==> config.mk <==
export PLATFORM = sky130hd
export DESIGN_NAME = fnd_set_ctrl
export DESIGN_NICKNAME = d
export VERILOG_FILES = /design/src/rtl/fnd_set_ctrl.sv
export SDC_FILE = /design/constraint.sdc
export NUM_CORES = 1
export LEC_CHECK = 0
export CORE_ASPECT_RATIO = 2
export CORE_MARGIN = 4
export CORE_UTILIZATION = 43
export CTS_BUF_LIST = sky130_fd_sc_hd__clkbuf_16
export CTS_CLUSTER_DIAMETER = 30
export DETAILED_ROUTE_END_ITERATION = 6
export SLEW_MARGIN = 0
export SYNTH_ARGS = -nofsm -noshare
export SYNTH_HDL_FRONTEND = slang
export SYNTH_SLANG_ARGS = --single-unit
==> constraint.sdc <==
create_clock -name clk -period 2.2 [get_ports clk]
set_clock_uncertainty 0.2 [all_clocks]
set_input_delay 0.44 -clock clk [delete_from_list [all_inputs] [get_ports clk]]
set_output_delay 0.44 -clock clk [all_outputs]
set_load 0.01 [all_outputs]
==> src/rtl/fnd_set_ctrl.sv <==
// Time-set controller: mode FSM, increment pulses, field blink enables and
// the decoder refresh clock for the six-digit FND display.
module fnd_set_ctrl #(
    parameter int unsigned BLINK_HALF     = 25_000_000,
    parameter int unsigned REFRESH_HALF   = 25_000,
    parameter int unsigned TIMEOUT_HALVES = 20
) (
    input  logic       clk,
    input  logic       rst_n,
    input  logic       i_mode_pulse,
    input  logic       i_pos_pulse,
    input  logic       i_inc_pulse,
    output logic [1:0] o_mode,
    output logic       o_dis_hour,
    output logic       o_dis_min,
    output logic       o_dis_sec,
    output logic       o_blink_clk,
    output logic       o_inc_sec,
    output logic       o_inc_min,
    output logic       o_inc_hour
);

    localparam int unsigned BW = (BLINK_HALF > 1) ? $clog2(BLINK_HALF) : 1;
    localparam int unsigned RW = (REFRESH_HALF > 1) ? $clog2(REFRESH_HALF) : 1;
    localparam int unsigned IW = ($clog2(TIMEOUT_HALVES + 1) > 1) ? $clog2(TIMEOUT_HALVES + 1) : 1;

    localparam logic [BW-1:0] BLINK_LAST   = BW'(BLINK_HALF - 1);
    localparam logic [RW-1:0] REFRESH_LAST = RW'(REFRESH_HALF - 1);
    localparam logic [IW-1:0] IDLE_MAX     = IW'(TIMEOUT_HALVES);

    typedef enum logic [1:0] {
        CLOCK    = 2'd0,
        SET_SEC  = 2'd1,
        SET_MIN  = 2'd2,
        SET_HOUR = 2'd3
    } state_t;

    state_t        state, state_nxt;
    logic [BW-1:0] blink_cnt, blink_cnt_nxt;
    logic          phase, phase_nxt;
    logic [IW-1:0] idle, idle_nxt, idle_inc;
    logic [RW-1:0] refresh_cnt;
    logic [2:0]    inc_q, inc_nxt;      // {hour, min, sec}
    logic [2:0]    dis_q, dis_nxt;      // {hour, min, sec}
    logic          blink_wrap, clear, timeout;

    always_comb begin
        state_nxt = state;
        inc_nxt   = '0;
        clear     = 1'b0;

        blink_wrap = (blink_cnt == BLINK_LAST);
        idle_inc   = (idle < IDLE_MAX) ? idle + 1'b1 : idle;
        // Leave on the wrap that brings the idle count to its limit, not one cycle later.
        timeout    = blink_wrap && (idle_inc == IDLE_MAX);

        if (state == CLOCK) begin
            if (i_mode_pulse) begin
                state_nxt = SET_SEC;
                clear     = 1'b1;
            end
        end else begin
            if (i_mode_pulse) begin
                state_nxt = CLOCK;
                clear     = 1'b1;
            end else if (i_pos_pulse) begin
                clear = 1'b1;
                case (state)
                    SET_SEC: state_nxt = SET_MIN;
                    SET_MIN: state_nxt = SET_HOUR;
                    default: state_nxt = SET_SEC;
                endcase
            end else if (i_inc_pulse) begin
                clear = 1'b1;
                case (state)
                    SET_SEC: inc_nxt = 3'b001;
                    SET_MIN: inc_nxt = 3'b010;
                    default: inc_nxt = 3'b100;
                endcase
            end else if (timeout) begin
                state_nxt = CLOCK;
            end
        end

        if (clear || blink_wrap) begin
            blink_cnt_nxt = '0;
        end else begin
            blink_cnt_nxt = blink_cnt + 1'b1;
        end

        if (clear) begin
            phase_nxt = 1'b1;
        end else if (blink_wrap) begin
            phase_nxt = ~phase;
        end else begin
            phase_nxt = phase;
        end

        if (state_nxt == CLOCK || clear) begin
            idle_nxt = '0;
        end else if (blink_wrap) begin
            idle_nxt = idle_inc;
        end else begin
            idle_nxt = idle;
        end

        dis_nxt = '1;
        case (state_nxt)
            SET_SEC:  dis_nxt[0] = phase_nxt;
            SET_MIN:  dis_nxt[1] = phase_nxt;
            SET_HOUR: dis_nxt[2] = phase_nxt;
            default:  dis_nxt    = '1;
        endcase
    end

    always_ff @(posedge clk) begin
        if (!rst_n) begin
            state     <= CLOCK;
            blink_cnt <= '0;
            phase     <= 1'b1;
            idle      <= '0;
            inc_q     <= '0;
            dis_q     <= '1;
        end else begin
            state     <= state_nxt;
            blink_cnt <= blink_cnt_nxt;
            phase     <= phase_nxt;
            idle      <= idle_nxt;
            inc_q     <= inc_nxt;
            dis_q     <= dis_nxt;
        end
    end

    always_ff @(posedge clk) begin
        if (!rst_n) begin
            refresh_cnt <= '0;
            o_blink_clk <= 1'b0;
        end else if (refresh_cnt == REFRESH_LAST) begin
            refresh_cnt <= '0;
            o_blink_clk <= ~o_blink_clk;
        end else begin
            refresh_cnt <= refresh_cnt + 1'b1;
        end
    end

    assign o_mode     = state;
    assign o_inc_sec  = inc_q[0];
    assign o_inc_min  = inc_q[1];
    assign o_inc_hour = inc_q[2];
    assign o_dis_sec  = dis_q[0];
    assign o_dis_min  = dis_q[1];
    assign o_dis_hour = dis_q[2];

endmodule

Word-level counts from Yosys, hierarchy flattened:

Index checks and enable logic that the tools add are counted.
Widths: inputs -> output; s select.

* add/subtract/negate cells: 3
* magnitude comparators: 1
* equality and inequality tests: 8
* muxes and demuxes: 16
* bitwise logic cells: 4
* reduce and logical (&&, ||, !) cells: 12

Operators with widths (number)
* $add 25x1->25 const B: 1
* $eq 25x25->1 const B: 1
* $add 15x1->15 const B: 1
* $eq 15x15->1 const B: 1
* $mux 2: 6
* $mux 1: 7
* $eq 2x2->1 const B: 3
* $pmux 3 s2: 1
* $reduce_and 2->1: 3
* $reduce_or 2->1: 3
* $add 5x1->5 const B: 1
* $eq 5x5->1 const B: 1
* $lt 5x5->1 const B: 1
* $mux 5: 1
* $reduce_or 5->1: 1
* $eq 2x1->1 const B: 2
* $logic_not 2->1: 2
* $not 1->1: 4
* $pmux 2 s2: 1
* $logic_or 1x1->1: 2
* $logic_and 1x1->1: 1

* register bits after elaboration: 55
* bits of input ports: 5
* word-level logic and storage cells: 54

Longest topological paths before layout:

* depth after elaboration: 12
* mapped depth: 8
* gate-level depth less buffers: 7

Least setup slack after synthesis:

Ideal clock, no wire load.

* path type: register to register
* from: register blink_cnt[6]
* to: register dis_q[1]
* data arrival time: 2048 ps
* path slack: -182 ps
* cell stages (with the launch flop): 7
* buffers on the path: 1
* cell sequence: dfxtp_1 > or4_4 > nor4_4 > and2_1 > buf_6 > xnor2_1 > or4b_1

* cells in the longest elaborated chain, start to end: 9
* elaborated cells on any way between the ends: 11

RTL lines
* start, declared: RTL line 39 `logic [BW-1:0] blink_cnt, blink_cnt_nxt;`
* start signal, assigned: RTL line 126 `blink_cnt <= blink_cnt_nxt;`
* $eq 25x25->1 (*): RTL line 52 `blink_wrap = (blink_cnt == BLINK_LAST);`
* $logic_and 1x1->1: RTL line 55 `timeout = blink_wrap && (idle_inc == IDLE_MAX);`
* $mux 2: RTL line 80 `end else if (timeout) begin`
* $mux 2: RTL line 73 `end else if (i_inc_pulse) begin`
* $mux 2: RTL line 66 `end else if (i_pos_pulse) begin`
* $mux 2: RTL line 63 `if (i_mode_pulse) begin`
* $mux 2: RTL line 57 `if (state == CLOCK) begin`
* $eq 2x2->1: RTL line 108 `case (state_nxt)`
* $reduce_and 2->1 (no line)
* end signal, assigned: RTL line 130 `dis_q <= dis_nxt;`
* end, declared: RTL line 44 `logic [2:0] dis_q, dis_nxt;`

Every way passes the cells marked *; elsewhere a longest branch is shown, timed or not.
A chain may end at the register's enable or synchronous reset.

Final worst setup path:

* from: register blink_cnt[9]
* to: register dis_q[1]

The elaborated chain is that of the path after synthesis.

==> impl_metrics.py <==
metrics = {
    "clock_tree": {
        "cts_setup_buffers": 0,
        "clkTransAtPathRegs_ns": 0.07,
        "cts_max_level": 2,
        "clockRootBuffer": "clkbuf_16",
        "clk_path_buf_depth": 2,
        "clk_latency_ns": 0.30,
        "cts_tree": "yes",
        "cts_sinks": 55,
        "ctsHoldBuffers": 0,
        "cts_buffers": 5,
    },
    "worst_setup_path": {
        "ff2ff_setup_slack_ns": 0.04,
        "slowest_delay_ns": 0.55,
        "reg2reg_depth": 5,
        "critPathKind": "flop to flop",
        "r2r_start": "blink_cnt[9]",
        "crit_path_cell_trace": "or4_4 -> nor4_4 -> and2_1 -> xnor2_1 -> or4b_1",
        "crit_slowest_cell": "or4_4",
        "cp_top_family": "simple AND/OR/NAND/NOR gates",
        "critPathCaptureType": "flop",
        "required_ns": 2.17,
        "cp.buffers_inverters": 0,
        "r2r_end": "dis_q[1]",
        "cp-start-kind": "flop",
        "crit_fanout": 2,
        "arrival_ns": 2.13,
    },
    "timing": {
        "maxSlewViolCount": 0,
        "max_freq_mhz": 462,
        "fin_crit_ns": 2.16,
        "hold_viol": 0,
        "final.setup.tns_ns": 0,
        "worstMarginPinSlew_ns": 0.403,
        "setup_viol": 0,
        "setup_slack_ns": 0.0368,
        "slew-limit-headroom": 0.731,
        "rsz0062_at_grt": "yes",
        "post-route-period-util": 0.983,
    },
    "drt": {
        "viasPerCell": 5.36,
        "ant_nets": 0,
        "remaining_drc_errors": 0,
        "wire_per_inst_um": 13.0,
        "drt-total-wl_um": 5250,
        "drt_first_pass_iters": 4,
        "dr.first_iter.drc_count": 84,
        "vias": 2172,
    },
    "logic_synthesis": {
        "syn_area_um2": 2610,
        "synth-seq-area-share": 0.421,
        "synth_cells": 297,
        "syn_nets": 308,
        "synth.distinct_cells": 50,
        "syn_area_per_cell_um2": 8.80,
        "yosysWarnings": 0,
        "ys_ff_latch": 55,
    },
    "worst_hold_path": {
        "hold_path_class": "flop to flop",
        "whs_path_depth": 1,
        "hp-start": "refresh_cnt[0]",
        "hold_end": "refresh_cnt[0]",
    },
    "die": {
        "start_util": 0.450,
        "die_x_um": 63.1,
        "fp-row-count": 39,
        "core_area_um2": 5810,
        "ios": 14,
        "die_area_um2": 7460,
        "fp.dieH_um": 118,
    },
    "power": {
        "p_seq_frac": 0.526,
        "switchingPower_w": 0.000436,
        "p_leak_nw": 1.19,
        "switching_share": 0.227,
        "p_clk_frac": 0.409,
        "powerDensity_nw_per_um2": 597,
        "intPower_w": 0.00149,
        "combPwrFrac": 0.066,
        "vdd_drop_max_mv": 0.597,
    },
    "global_route": {
        "grt_max_degree": 26,
        "antenna_found_initial": 0,
        "grt_use_total": 0.152,
        "grt_pass1_vias": 2123,
        "grt_pass1_wl_um": 9040,
        "grt-ovfl-total": 0,
    },
    "run_status": {
        "run_status": "complete, no violations",
    },
    "cells_and_area": {
        "layout_commonest_cell": "nor2_1",
        "diodes": 0,
        "drive_above_1_share": 0.172,
        "final.fill_count": 531,
        "fin_util": 0.555,
        "final_nets": 354,
        "layout_common_cells": "61 x nor2_1, 53 x dfxtp_1, 33 x buf_4",
        "syn_to_final_growth_pct": 23.3,
    },
    "run": {
        "cap_violations": 0,
    },
    "placement": {
        "dp_slack_ns": -0.308,
        "portBuffers": 13,
        "routabilityCongestion": 0.812,
        "hpwl_um": 3920,
    },
}
==> metrics by stage <==
step	cells	power, W	instance area (um^2)	hold WS [ns]
after floorplan	297	0.00109	2630	0.218
after global placement	397	0.00115	3050	0.236
after detailed placement	397	0.00115	3050	0.245
after CTS	405	0.00195	3200	0.258
after global routing	405	0.00200	3220	0.274
final	405	0.00192	3220	0.263
==> registers in the layout (all words and copies together) (netlist names) <==
signal / flops
blink_cnt: 25
idle: 5
inc_q: 3
refresh_cnt: 15
o_blink_clk: 1
o_mode: 2
dis_q: 3
phase: 1
==> cells by family (layout without fill, tap and decap cells) <==
| logic type | count (synthesis) | in the layout | synth area share |
|---|---|---|---|
| flops | 55 | 55 | 0.421 |
| fa+ha+maj | 6 | 6 | 0.0287 |
| simple gates | 153 | 153 | 0.300 |
| buf+inv | 19 | 66 | 0.0345 |
| compound gates | 22 | 22 | 0.0733 |
| xor+xnor | 40 | 40 | 0.134 |
| mux | 2 | 2 | 0.00766 |
==> synth_stat cells (all sizes together) <==
cell     instances  area [um^2]
and3             9         57.6
nor3             8         40.0
xnor2           16          140
o31ai            2         20.0
or4b             1         10.0
a311oi           1         15.0
o32ai            1         8.76
a31oi            2         12.5
or4              2         18.8
inv             11         41.3
nor2b            5         33.8
nand3b           2         15.0
a32o             1         10.0
o21ai            2         10.0
o41a             1         11.3
clkbuf           2         7.51
o311a            2         21.3
xor2            24          210
a2111oi          1         8.76
nor4             6         52.6
o211ai           3         22.5
nand3           15         75.1
nand4           12         75.1
nor4bb           1         10.0
nor2            62          233
dfxtp           55         1100
mux2i            2         20.0
o41ai            1         16.3
ha               6         75.1
nand2b           3         18.8
buf              6         41.3
nand2           17         71.3
and4             3         26.3
or3              2         12.5
nand4b           1         8.76
a41oi            1         8.76
a21o             1         7.51
a21oi            3         18.8
and2             4         26.3
==> worst max path at each step <==
stage / start / endpoint / cells after the start
after floorplan: blink_cnt[9] / dis_q[1] / 6
after detailed placement: i_pos_pulse / dis_q[1] / 6
after global routing: blink_cnt[9] / dis_q[1] / 5
after CTS: i_pos_pulse / dis_q[1] / 6
final: blink_cnt[9] / dis_q[1] / 5
after global placement: i_pos_pulse / dis_q[1] / 6
==> worst reg2reg max path, delay by kind of cell, from the launching register on <==
family,cells,cell delay [ns]
xor+xnor,1,0.15
flops,1,0.33
simple gates,4,1.36
==> power by group through the flow <==
stage | Combinational [W] | Sequential (W) | Clock, W
after floorplan | 0.0000596 | 0.00104 | 0
after global placement | 0.000121 | 0.00103 | 0
after detailed placement | 0.000121 | 0.00103 | 0
after CTS | 0.000122 | 0.00101 | 0.000821
after global routing | 0.000142 | 0.00101 | 0.000852
final | 0.000126 | 0.00101 | 0.000785
==> final cells by class <==
class | count | area, um^2 | share of cell area
flip-flops and latches | 55 | 1100 | 0.343
inverters | 11 | 41.3 | 0.0128
clock inverters | 3 | 20.0 | 0.00622
clock buffers | 5 | 125 | 0.0389
well taps | 61 | 76.3 | 0.0237
repair buffers | 47 | 398 | 0.124
multi-input cells | 223 | 1460 | 0.452
==> repair_timing <==
item | 4_1_cts | 5_1_grt
endpoints found under the hold margin | 0 | 0
endpoints found under the setup margin | 0 | 6
gates resized for setup | 0 | 5
==> layer usage <==
metal	track usage	share of wire	up-vias
met4	0.0761	0.026	0
met5	0	0	-
li1	-	-	1119
met3	0.0342	0.024	10
met2	0.291	0.56	24
met1	0.145	0.39	1019
(Power assumes the default switching activity.)
